[src/rtl/viterbi_sched_pkg.sv]
// Shared types and defaults for the Viterbi engine scheduler.
package viterbi_sched_pkg;

    typedef enum logic [1:0] {
        IDLE  = 2'd0,
        RUN   = 2'd1,
        DRAIN = 2'd2
    } sched_state_t;

    localparam int unsigned DROP_CNT_WIDTH_DEFAULT = 16;

endpackage

[src/rtl/rr_free_picker.sv]
// First-free search starting at a rotating pointer, with wrap-around.
module rr_free_picker #(
    parameter int unsigned width     = 4,
    parameter int unsigned ptr_width = 2
) (
    input  logic [width-1:0]     free,
    input  logic [ptr_width-1:0] ptr,
    output logic [width-1:0]     grant,
    output logic                 any_free
);

    always_comb begin
        logic                 found;
        logic [ptr_width-1:0] idx;
        grant = '0;
        found = 1'b0;
        idx   = '0;
        for (int unsigned i = 0; i < width; i++) begin
            idx = ptr_width'((32'(ptr) + i) % width);
            if (!found && free[idx]) begin
                grant[idx] = 1'b1;
                found      = 1'b1;
            end
        end
    end

    assign any_free = |free;

endmodule

[src/rtl/viterbi_scheduler.sv]
// Assigns error frames to a pool of Viterbi engines round-robin; tracks busy engines and drain.
// Define VITERBI_SCHED_STALL_EN to back-pressure frames when all engines are busy instead of dropping.
module viterbi_scheduler
    import viterbi_sched_pkg::*;
#(
    parameter int unsigned num_of_viterbis = 4,
    parameter int unsigned drop_cnt_width  = DROP_CNT_WIDTH_DEFAULT
) (
    input  logic                       clk,
    input  logic                       rst,
    input  logic                       en,
    input  logic                       flush,
    input  logic                       frm_valid,
    input  logic                       frm_err,
    output logic                       frm_ready,
    output logic [num_of_viterbis-1:0] tag,
    output logic                       tag_push,
    output logic [num_of_viterbis-1:0] vit_start,
    input  logic [num_of_viterbis-1:0] vit_release,
    output logic [num_of_viterbis-1:0] busy,
    output logic                       flush_done,
    output logic [drop_cnt_width-1:0]  drop_cnt,
    output logic [1:0]                 sched_state
);

    localparam int unsigned PTR_W = (num_of_viterbis > 1) ? $clog2(num_of_viterbis) : 1;

    sched_state_t               state, state_next;
    logic [PTR_W-1:0]           rr_ptr, rr_next, grant_idx;
    logic [num_of_viterbis-1:0] pick, grant;
    logic                       any_free, accept, drop_event;

    rr_free_picker #(
        .width     (num_of_viterbis),
        .ptr_width (PTR_W)
    ) u_picker (
        .free     (~busy),
        .ptr      (rr_ptr),
        .grant    (pick),
        .any_free (any_free)
    );

`ifdef VITERBI_SCHED_STALL_EN
    assign frm_ready  = (state == RUN) && (busy != '1);
    assign drop_event = 1'b0;
`else
    assign frm_ready  = (state == RUN);
    assign drop_event = accept && frm_err && !any_free;
`endif

    assign accept      = frm_valid && frm_ready;
    assign grant       = (accept && frm_err && any_free) ? pick : '0;
    assign sched_state = state;

    always_comb begin
        grant_idx = '0;
        for (int unsigned i = 0; i < num_of_viterbis; i++) begin
            if (grant[i]) grant_idx = PTR_W'(i);
        end
        rr_next = (32'(grant_idx) == num_of_viterbis - 1) ? '0 : PTR_W'(32'(grant_idx) + 1);
    end

    always_comb begin
        state_next = state;
        flush_done = 1'b0;
        case (state)
            IDLE:    if (flush) state_next = DRAIN;
                     else if (en) state_next = RUN;
            RUN:     if (flush) state_next = DRAIN;
                     else if (!en) state_next = IDLE;
            DRAIN:   if (busy == '0) begin
                         state_next = IDLE;
                         flush_done = !rst;
                     end
            default: state_next = IDLE;
        endcase
    end

    // Release clears only engines already busy; a grant uses pre-release busy.
    always_ff @(posedge clk) begin
        if (rst) begin
            state     <= IDLE;
            busy      <= '0;
            rr_ptr    <= '0;
            drop_cnt  <= '0;
            tag       <= '0;
            tag_push  <= 1'b0;
            vit_start <= '0;
        end else begin
            state     <= state_next;
            busy      <= (busy & ~vit_release) | grant;
            tag       <= grant;
            tag_push  <= accept;
            vit_start <= grant;
            if (|grant) rr_ptr <= rr_next;
            if (drop_event && (drop_cnt != '1)) drop_cnt <= drop_cnt + drop_cnt_width'(1);
        end
    end

endmodule

[config.mk]
export PLATFORM = sky130hd
export DESIGN_NAME = viterbi_scheduler
export DESIGN_NICKNAME = d
export VERILOG_FILES = /design/src/rtl/viterbi_sched_pkg.sv /design/src/rtl/rr_free_picker.sv /design/src/rtl/viterbi_scheduler.sv
export SDC_FILE = /design/constraint.sdc
export NUM_CORES = 1
export LEC_CHECK = 0
export ABC_AREA = 1
export ABC_CLOCK_PERIOD_IN_PS = 5200
export CORE_MARGIN = 8
export CORE_UTILIZATION = 54
export DETAILED_ROUTE_END_ITERATION = 6
export PLACE_DENSITY = 0.85
export SLEW_MARGIN = 40
export SYNTH_ARGS = -nofsm -noshare
export SYNTH_HDL_FRONTEND = slang
export SYNTH_HIERARCHICAL = 1
export SYNTH_SLANG_ARGS = --single-unit
[constraint.sdc]
create_clock -name clk -period 5.2 [get_ports clk]
set_input_delay 0.78 -clock clk [delete_from_list [all_inputs] [get_ports clk]]
set_output_delay 0.78 -clock clk [all_outputs]
set_load 0.1 [all_outputs]
## After elaboration in Yosys (flattened, before gate mapping)

Cells that the tools add are included.

| storage, ports and cells | value |
|---|---|
| bits of input ports | 10 |
| RAM bits | 0 |
| memory bits (read-only) | 0 |
| memories kept | 0 |
| latch bits | 0 |
| flip-flop bits (word level) | 29 |

| cells by class | value |
|---|---|
| $lt $le $gt $ge | 8 |
| shifts and indexed selects | 0 |
| muxes and demuxes | 36 |
| $mul | 0 |
| divide/modulo/power cells | 0 |
| bitwise operators | 7 |
| equal/unequal tests | 7 |
| reduce and logical (&&, ||, !) cells | 22 |
| $add $sub $neg | 5 |

Operators with widths:

| kind | count |
|---|---|
| $mux W4 | 5 |
| $add A16 B1 Y16 const B | 1 |
| $mux W2 | 8 |
| $ne A16 B16 Y1 const B | 1 |
| $or A4 B4 Y4 | 4 |
| $mux W1 | 14 |
| $logic_and A1 B1 Y1 | 12 |
| $lt A2 B3 Y1 const B | 4 |
| $bmux W1 S2 | 4 |
| $demux W1 S2 | 4 |
| $ge A2 B1 Y1 const B | 4 |
| $not A4 Y4 | 2 |
| $reduce_or A4 Y1 | 2 |
| $ne A3 B3 Y1 const B | 2 |
| $pmux W2 S3 | 1 |
| $logic_not A1 Y1 | 5 |
| $add A2 B1 Y2 const B | 2 |
| $add A2 B2 Y2 const B | 2 |
| $and A4 B4 Y4 | 1 |
| $eq A2 B2 Y1 const B | 2 |
| $logic_not A4 Y1 | 1 |
| $reduce_and A3 Y1 | 1 |
| $eq A2 B1 Y1 const B | 1 |
| $logic_not A2 Y1 | 1 |
| $ne A2 B2 Y1 const B | 1 |

## Depth between registers and ports, before layout

Gate-level depths: netlist of the first run.

| logic depth | value |
|---|---|
| depth after elaboration | 19 |
| mapped depth | 13 |
| mapped depth without buffers | 13 |

## Hierarchy

The synthesis of the first run kept the hierarchy.

By module, submodules not included:

| module | cells an instance | area an instance (um^2) | seq. area each (um^2) | instances |
|---|---|---|---|---|
| viterbi_scheduler | 216 | 1545.2 | 580.6 | 1 |
| rr_free_picker | 74 | 405.4 | 0.0 | 1 |

## Least setup slack after synthesis of the first run

OpenSTA, ideal clock, no wires.

| timing | value |
|---|---|
| path kind | flip-flop to output port |
| start | register state[1], in the netlist sched_state[1] |
| end | output flush_done |
| stages on the path, launching flop included | 3 |
| data required time | 4.420 ns |
| buffers on the path | 0 |
| setup slack | 0.388 ns |
| arrival | 4.032 ns |
| cell sequence | dfxtp_1 -> inv_2 -> nor4_1 |

| on the way | value |
|---|---|
| longest elaborated chain between the ends | 2 |

RTL lines:

| what | RTL line | RTL |
|---|---|---|
| start, declared | viterbi_scheduler.sv:28 | `sched_state_t state, state_next;` |
| start signal, assigned | viterbi_scheduler.sv:90 | `state <= state_next;` |
| $eq A2 B2 Y1 | viterbi_scheduler.sv:66 | `case (state)` |
| $mux W1 | viterbi_scheduler.sv:66 |  |
| end, declared | viterbi_scheduler.sv:21 | `output logic flush_done,` |

Every way passes these cells.

## Final worst setup path of the first run

| timing | value |
|---|---|
| start | input rst |
| end | output flush_done |

| on the way | value |
|---|---|
| longest elaborated chain between the ends | 3 |

RTL lines:

| what | RTL line | RTL |
|---|---|---|
| start, declared | viterbi_scheduler.sv:10 | `input logic rst,` |
| $logic_not A1 Y1 | viterbi_scheduler.sv:73 | `flush_done = !rst;` |
| $mux W1 | viterbi_scheduler.sv:71 | `DRAIN: if (busy == '0) begin` |
| $mux W1 | viterbi_scheduler.sv:66 |  |

Every way passes these cells.

==> results.yml, run 1 <==
power_and_ir_drop:
  p_switching_uw: 114
  pwr-share-seq_pct: 56.1
  power_frac_clock_pct: 33.6
  switching_share_pct: 28.5
  combPwrFrac_pct: 10.3
  intPower_uw: 287
  p_total_uw: 401
  p_leak_nw: 1.04
  peakVddDrop_uv: 131
  pwr_density_cell_nw_per_um2: 177
cts:
  clock_sinks: 29
  clk_pin_slew_worst_paths_ns: 0.09
  cts_tree: "built"
  numCtsBuffers: 5
  ctsHoldBuffers: 0
  clock_latency_ns: 0.33
  htree_levels: 2
  cts_buffer_depth: 2
  ctsResizeCount: 0
  cts_root_buffer: "clkbuf_4"
  postCtsSetupBuffers: 0
global_route:
  grt_pass1_vias: 1820
  antenna_found_initial: 0
  grt_max_degree: 26
  grt_pass1_wl_um: 7690
  grtUsageTotal_pct: 15.2
  grt-ovfl-total: 0
synth:
  synthCells: 290
  synth_cell_type_count: 29
  synth_area_um2: 1950
  synth.avg_cell_area_um2: 6.73
  synth_nets: 307
  ys_ff_latch: 29
  ys_warn_count: 6
  synth-seq-area-share_pct: 29.8
sta:
  report.final.hold_viol_count: 0
  clock_skew_ns: 0.0107
  timing.final.ws_setup_ns: 2.39
  min_period_over_period_pct: 54.0
  period_needed_ns: 2.81
  rsz0062_at_grt: "false"
  max_freq_ghz: 0.356
  tightest_slew_ns: 0.498
  worst_slew_margin_rel_pct: 67.0
  setup_tns_ns: 0
  setup_viol: 0
  drv_slew: 0
  fin_hold_ws_ns: 0.545
placed_design:
  dp_hpwl_um: 3440
  dp_slack_ns: 2.38
  placed_area_um2: 2210
  port_buffers: 42
  routabilityCongestion: 0.868
  placedCellCount: 372
setup_path:
  max_stage_delay_ns: 0.39
  cp.required_ns: 4.42
  path_cells: "clkdlybuf4s50_1 > buf_4 > nor4_1 > buf_4"
  cpMostUsedCell: "buf_4"
  crit_slowest_cell: "clkdlybuf4s50_1"
  worstSetupPathType: "input pin to output port"
  critical_path_arrival_ns: 2.03
  startpoint_type: "input pin"
  worstPathMaxFanout: 25
  cp-end-kind: "output port"
job:
  max_cap_violations: 0
detailed_routing:
  vias: 1934
  via_per_inst: 5.09
  wl_um: 4500
  drtIter0Drc: 143
  ant_nets: 0
  first_pass_iters: 5
  wl_per_cell_um: 11.8
  drc: 0
floorplan:
  ios: 43
  fp.dieW_um: 76.1
  fp.coreArea_um2: 3580
  fp.dieH_um: 76.1
  rows: 22
  start_util_pct: 54.5
  die-area_um2: 5790
final_layout:
  drive_above_1_share_pct: 25.6
  fin_nets: 348
  fin_area_um2: 2270
  area_delta_synth_final_pct: 16.2
  fin_util_pct: 63.4
  antenna_cells: 0
  stdcell_count: 380
worst_hold_path:
  hold_class: "flop to flop"
run_status:
  outcome: "completed"
## power by group through the flow
| stage | clock (mW) | combinational, mW | sequential [mW] |
|---|---|---|---|
| final | 0.135 | 0.0413 | 0.225 |
| after floorplan | 0 | 0.0201 | 0.239 |
| after detailed placement | 0 | 0.0414 | 0.230 |
| after CTS | 0.137 | 0.0415 | 0.225 |
| after global routing | 0.147 | 0.0439 | 0.225 |
| after global placement | 0 | 0.0426 | 0.230 |
## cell usage in the layout, fill, tap and decap left out, drive strengths merged, types with 7 or more instances in the layout
master / instances
nand2: 98
clkdlybuf4s50: 9
nand3: 33
inv: 34
ha: 7
dfxtp: 29
buf: 34
nor2: 33
nand4: 7
a21oi: 18
## registers in the layout, indices dropped and copies added (netlist names)
register,count
vit_start,4
tag_push,1
rr_ptr,2
sched_state,2
drop_cnt,16
busy,4
## Yosys cell counts
library cell,instances,area (um2)
nor4_1,1,6.26
and3b_1,1,8.76
nor3_1,1,5.00
o2111a_1,1,11.3
nor2_4,3,33.8
nor2_1,28,105
nand3_1,31,155
nor2_2,2,12.5
ha_1,7,87.6
nand2_4,3,33.8
or2_2,4,25.0
dfxtp_1,29,581
a31oi_1,1,6.26
nand3_2,2,20.0
nand2_1,81,304
nand2_2,14,87.6
inv_1,30,113
buf_4,4,30.0
o21ai_0,4,20.0
buf_6,2,22.5
o21bai_1,1,7.51
xnor2_1,4,35.0
a21oi_2,10,87.6
nand4_1,7,43.8
a21oi_1,8,40.0
o21ai_4,1,16.3
xor2_1,3,26.3
inv_2,4,15.0
clkbuf_1,3,11.3
## critical path: cells and delay by family
kind / cells / cell delay, ns
buffers and inverters: 3 / 0.96
AND/OR/NAND/NOR: 1 / 0.27
## final cells by class
cell class	count	area (um2)
clock buffer	5	37.5
clock inverter	3	17.5
fill	343	1310
inverter	34	128
multi-input combinational	218	1180
sequential	29	581
tap	48	60.1
timing repair buffer	43	265
## layer usage
metal	vias up	part of all wire, %	global-route usage [%]
li1	1001	-	-
met1	860	45	17.7
met2	62	47	25.8
met3	11	6.5	4.72
met4	0	1.4	5.00
met5	-	0	0
## cells by family after synthesis
logic type,synth area share (%)
compound gates,9.69
xor+xnor,3.14
fa+ha+maj,4.49
buf+inv,9.81
flops,29.8
simple gates,43.1
## path summary, 6_finish.rpt
check	start	cells after the start	to	slack [ns]
min reg2reg	drop_cnt[13]$_SDFFE_PP0P_	2	drop_cnt[13]$_SDFFE_PP0P_	0.54
min	drop_cnt[13]$_SDFFE_PP0P_	2	drop_cnt[13]$_SDFFE_PP0P_	0.54
max reg2reg	rr_ptr[0]$_SDFFE_PP0P_	12	rr_ptr[0]$_SDFFE_PP0P_	2.95
max	rst	4	flush_done	2.39
(Power assumes the default switching activity.)
==> run 2, diff against run 1 <==
Settings changed: ABC_CLOCK_PERIOD_IN_PS 5200 to 2800, CORE_UTILIZATION 54 to 51, PLACE_DENSITY 0.85 to 0.81.
Clock period 5.2 ns to 2.8 ns, I/O delays scaled along.
==> run 2 against run 1 <==
Against the previous run: combinational power is 100% higher; critical path depth grew 9; utilization rose by 2.8 points; largest cell class unchanged; routed wire length rose by 5.7%; via count is 0.16% lower; clock skew about the same; largest power group unchanged; clock power grew to 2.8 times the previous value; first-iteration DRC count increased by 14%; sequential cell count is the same; sequential power increased by 86%; register-to-register slack worse by 2.4 ns; final cell count stayed put.
==> results.yml, run 2 (synthesis results as in run 1) <==
run_status:
  outcome: "completed"
sta:
  timing.final.ws_setup_ns: 0.510
  max_freq_ghz: 0.437
  report.final.hold_viol_count: 0
  setup_viol: 0
  rsz0062_at_grt: "false"
  period_needed_ns: 2.29
  drv_slew: 0
  worst_slew_margin_rel_pct: 69.7
  setup_tns_ns: 0
  clock_skew_ns: 0.0103
  tightest_slew_ns: 0.453
  min_period_over_period_pct: 81.8
detailed_routing:
  wl_um: 4750
  first_pass_iters: 4
  ant_nets: 0
  via_per_inst: 5.08
  vias: 1931
  top_layer: "met4"
  wl_per_cell_um: 12.5
  drtIter0Drc: 163
  met2_length_um: 2130
  wl_met3_um: 375
  drc: 0
  wirelength_met1_um: 2230
final_layout:
  area_delta_synth_final_pct: 24.1
  layout_common_cells: "nand2_1, buf_4, nand3_1, inv_1, dfxtp_1"
  fin_nets: 348
  antenna_cells: 0
  largest_reg_flops: 16
  regMostFlops: "drop_cnt"
  nFillCells: 322
  regArea_um2: 581
  layout_commonest_cell: "nand2_1"
  multi_input_area_um2: 1190
  biggestRegsByFlops: "drop_cnt (16), busy (4), vit_start (4)"
  drive_above_1_share_pct: 25.9
setup_path:
  startpoint_type: "flop"
  ff2ff_setup_slack_ns: 0.51
  reg2reg_from: "rr_ptr[0]$_SDFFE_PP0P_"
  cp.required_ns: 2.96
  worstSetupPathType: "flop to flop"
  worstPathMaxFanout: 11
  worstSetupEndpoint: "rr_ptr[0]$_SDFFE_PP0P_"
  cp-end-kind: "flop"
  startpoint: "rr_ptr[0]$_SDFFE_PP0P_"
  r2r_end: "rr_ptr[0]$_SDFFE_PP0P_"
  critical_path_arrival_ns: 2.45
  rr_worst_depth: 13
cts:
  postCtsSetupBuffers: 0
  cts_root_buffer: "clkbuf_8"
  cts_tree: "built"
  htree_levels: 2
  clock_sinks: 29
  ctsResizeCount: 0
  ctsHoldBuffers: 0
  cts_buffer_depth: 2
  clk_pin_slew_worst_paths_ns: 0.07
  clock_latency_ns: 0.28
  numCtsBuffers: 5
floorplan:
  fp.dieH_um: 77.8
  rows: 22
  die-area_um2: 6060
  start_util_pct: 53.3
  fp.dieW_um: 77.8
  ios: 43
  fp.coreArea_um2: 3660
power_and_ir_drop:
  power_frac_clock_pct: 42.9
  pwr_density_cell_nw_per_um2: 363
  peakVddDrop_uv: 276
  switching_share_pct: 24.4
  intPower_uw: 665
  p_leak_nw: 1.06
  combPwrFrac_pct: 9.4
  pwr-share-seq_pct: 47.7
  p_switching_uw: 214
placed_design:
  dp_slack_ns: 0.563
  port_buffers: 42
  routabilityCongestion: 0.910
  dp_hpwl_um: 3670
global_route:
  grt-ovfl-total: 0
  grtUsageTotal_pct: 15.8
  grt_max_degree: 25
  antenna_found_initial: 0
  grt_pass1_wl_um: 8170
  grt_pass1_vias: 1814
worst_hold_path:
  hold_class: "flop to flop"
job:
  max_cap_violations: 0
## run 2: final cells by class
| cell class | instances | share of cell area, % |
|---|---|---|
| Tap cell | 48 | 2.48 |
| Clock buffer | 7 | 3.98 |
| Multi-Input combinational cell | 218 | 49.3 |
| Timing Repair Buffer | 43 | 14.8 |
| Inverter | 34 | 5.27 |
| Clock inverter | 1 | 0.207 |
| Sequential cell | 29 | 24.0 |
## run 2: layer usage
metal  vias to the layer above  global-route usage [%]
li1                       1003                       -
met1                       871                    20.5
met2                        54                    25.2
met3                         3                    5.65
met4                         0                    1.70
met5                         -                       0
## run 2: critical path, stage by stage (launching register included)
cell and delay [ns]:
dfxtp_1 0.57, inv_2 0.18, ha_1 0.38, inv_1 0.10, nand3_1 0.07, nand2_1 0.11, nand2_4 0.07, nor2_4 0.13
nand2_1 0.06, nand3_1 0.08, nand2_1 0.13, nand2_1 0.12, o21bai_1 0.12, nor2_1 0.07
## run 2: worst min path at each step
stage / slack, ns / startpoint / end / depth (start not counted)
after floorplan: 0.53 / rr_ptr[1]$_SDFFE_PP0P_ / rr_ptr[1]$_SDFFE_PP0P_ / 2
after global placement: 0.53 / drop_cnt[3]$_SDFFE_PP0P_ / drop_cnt[3]$_SDFFE_PP0P_ / 2
after detailed placement: 0.53 / drop_cnt[2]$_SDFFE_PP0P_ / drop_cnt[2]$_SDFFE_PP0P_ / 2
after CTS: 0.54 / drop_cnt[2]$_SDFFE_PP0P_ / drop_cnt[2]$_SDFFE_PP0P_ / 2
after global routing: 0.58 / drop_cnt[2]$_SDFFE_PP0P_ / drop_cnt[2]$_SDFFE_PP0P_ / 2
final: 0.54 / drop_cnt[2]$_SDFFE_PP0P_ / drop_cnt[2]$_SDFFE_PP0P_ / 2
## run 2: stage by stage
stage	total power [mW]	cell area [um2]	hold slack, ns	util, %	cells
6_report	0.879	2420	0.541	66.1	380
5_1_grt	0.909	2420	0.576	66.1	380
4_1_cts	0.886	2420	0.544	66.1	380
3_5_place_dp	0.511	2320	0.531	63.4	372
3_3_place_gp	0.511	2320	0.532	63.4	372
2_1_floorplan	0.483	1970	0.535	-	290
## run 2: power by group through the flow
| stage | combinational (mW) | sequential, mW | clock (mW) |
|---|---|---|---|
| floorplan | 0.0392 | 0.444 | 0 |
| global placement | 0.0826 | 0.428 | 0 |
| detailed placement | 0.0832 | 0.428 | 0 |
| CTS | 0.0834 | 0.419 | 0.384 |
| global route | 0.0889 | 0.419 | 0.401 |
| finish | 0.0826 | 0.419 | 0.377 |
==> run 3, diff against run 2 <==
Settings changed: ABC_CLOCK_PERIOD_IN_PS 2800 to 2200.
Clock period 2.8 ns to 2.2 ns, I/O delays scaled along.
==> run 3 against run 2 <==
Against the previous run: count of clock-buffer cells in the layout shrank 1; sequential share of layout area rose by 0.46 points; sequential cell count did not move; setup slack got worse by 0.26 ns; total power up 23%; non-clock buffer count is 4 higher; register-to-register slack worse by 0.20 ns; die area stayed put; critical path depth decreased by 9; hold slack lost 0.024 ns; via count is 0.78% higher; final cell count grew 1.1%; largest power group unchanged.
==> results.yml, run 3 (synthesis results as in run 1) <==
run_status:
  outcome: "completed"
final_layout:
  fin_util_pct: 67.3
  multi_input_area_um2: 1190
  regArea_um2: 602
  area_delta_synth_final_pct: 26.2
  layout_commonest_cell: "nand2_1"
  layout_common_cells: "nand2_1, buf_4, nand3_1, inv_1, nor2_1"
  regMostFlops: "drop_cnt"
  biggestRegsByFlops: "drop_cnt (16), busy (4), vit_start (4)"
  drive_above_1_share_pct: 29.2
  fin_nets: 352
  largest_reg_flops: 16
  antenna_cells: 0
  nFillCells: 320
  fin_area_um2: 2460
cts:
  clock_sinks: 29
  cts_tree: "built"
  clock_latency_ns: 0.28
  cts_buffer_depth: 2
  ctsResizeCount: 0
  htree_levels: 2
  postCtsSetupBuffers: 0
  cts_root_buffer: "clkbuf_8"
  numCtsBuffers: 5
  clk_pin_slew_worst_paths_ns: 0.06
  ctsHoldBuffers: 0
power_and_ir_drop:
  combPwrFrac_pct: 9.9
  pwr_density_cell_nw_per_um2: 439
  intPower_uw: 807
  p_switching_uw: 273
  peakVddDrop_uv: 288
  switching_share_pct: 25.3
  p_total_mw: 1.08
  p_leak_nw: 1.08
  power_frac_clock_pct: 41.1
  pwr-share-seq_pct: 48.9
detailed_routing:
  wl_um: 4790
  drtIter0Drc: 90
  first_pass_iters: 4
  vias: 1946
  drc: 0
  ant_nets: 0
  via_per_inst: 5.07
  wl_per_cell_um: 12.5
sta:
  worst_slew_margin_rel_pct: 77.3
  setup_viol: 0
  min_period_over_period_pct: 88.7
  drv_slew: 0
  period_needed_ns: 1.95
  clock_skew_ns: 0.00455
  tightest_slew_ns: 0.340
  max_freq_ghz: 0.512
  setup_tns_ns: 0
  rsz0062_at_grt: "false"
  report.final.hold_viol_count: 0
floorplan:
  ios: 43
  rows: 22
  fp.coreArea_um2: 3660
  die-area_um2: 6060
  fp.dieW_um: 77.8
  fp.dieH_um: 77.8
  start_util_pct: 53.3
worst_hold_path:
  hp-start: "drop_cnt[0]$_SDFFE_PP0P_"
  holdPathStages: 2
  hold_class: "flop to flop"
  holdPathEnd: "drop_cnt[0]$_SDFFE_PP0P_"
setup_path:
  ff2ff_setup_slack_ns: 0.31
  startpoint_type: "flop"
  cp-end-kind: "output port"
  r2r_end: "rr_ptr[0]$_SDFFE_PP0P_"
  worstSetupPathType: "flop to output port"
  critical_path_arrival_ns: 1.62
  worstPathMaxFanout: 5
  rr_worst_depth: 12
  reg2reg_from: "rr_ptr[1]$_SDFFE_PP0P_"
  cp.required_ns: 1.87
global_route:
  grtUsageTotal_pct: 16.3
  grt_pass1_wl_um: 8270
  antenna_found_initial: 0
  grt_pass1_vias: 1855
  grt_max_degree: 25
  grt-ovfl-total: 0
placed_design:
  routabilityCongestion: 0.921
  dp_hpwl_um: 3680
  port_buffers: 42
  placed_area_um2: 2370
job:
  max_cap_violations: 0
run 3: layer usage:
layer	part of all wire, %	GRT usage (%)	vias up
li1	-	-	1006
met1	43	17.7	889
met2	49	28.0	44
met3	6.6	5.65	7
met4	2.0	7.55	0
met5	0	0	-
run 3: critical path, stage by stage, from the launching register on:
cell and delay, ns:
dfxtp_4 0.34, inv_1 0.15, nand4_1 0.25, nor4_4 0.38, buf_12 0.21
run 3: final cells by class:
type / instances / share of cell area (%)
Tap cell: 48 / 2.44
Sequential cell: 29 / 24.4
Clock buffer: 6 / 3.35
Clock inverter: 2 / 0.356
Timing Repair Buffer: 47 / 15.8
Multi-Input combinational cell: 218 / 48.5
Inverter: 34 / 5.18
run 3: worst max-delay path by stage:
stage | from | to | slack (ns) | depth (start not counted)
detailed placement | frm_valid | drop_cnt[1]$_SDFFE_PP0P_ | 0.34 | 7
global placement | frm_valid | drop_cnt[1]$_SDFFE_PP0P_ | 0.33 | 7
finish | busy[2]$_SDFF_PP0_ | flush_done | 0.25 | 4
CTS | busy[2]$_SDFF_PP0_ | flush_done | 0.24 | 4
floorplan | busy[0]$_SDFF_PP0_ | flush_done | 0.002 | 3
global route | rr_ptr[1]$_SDFFE_PP0P_ | rr_ptr[0]$_SDFFE_PP0P_ | 0.07 | 12
run 3: power by group through the flow:
stage / Clock, mW / Sequential [mW] / Combinational (mW)
CTS: 0.457 / 0.528 / 0.108
global placement: 0 / 0.540 / 0.107
finish: 0.444 / 0.528 / 0.107
global route: 0.481 / 0.528 / 0.114
detailed placement: 0 / 0.540 / 0.107
floorplan: 0 / 0.561 / 0.0492
run 3: stage by stage:
step | hold WS, ns | worst slack, ns | cells
after floorplan | 0.453 | 0.00218 | 290
after global placement | 0.500 | 0.330 | 376
after detailed placement | 0.508 | 0.340 | 376
after CTS | 0.517 | 0.242 | 384
after global routing | 0.533 | 0.0723 | 384
final | 0.517 | 0.249 | 384
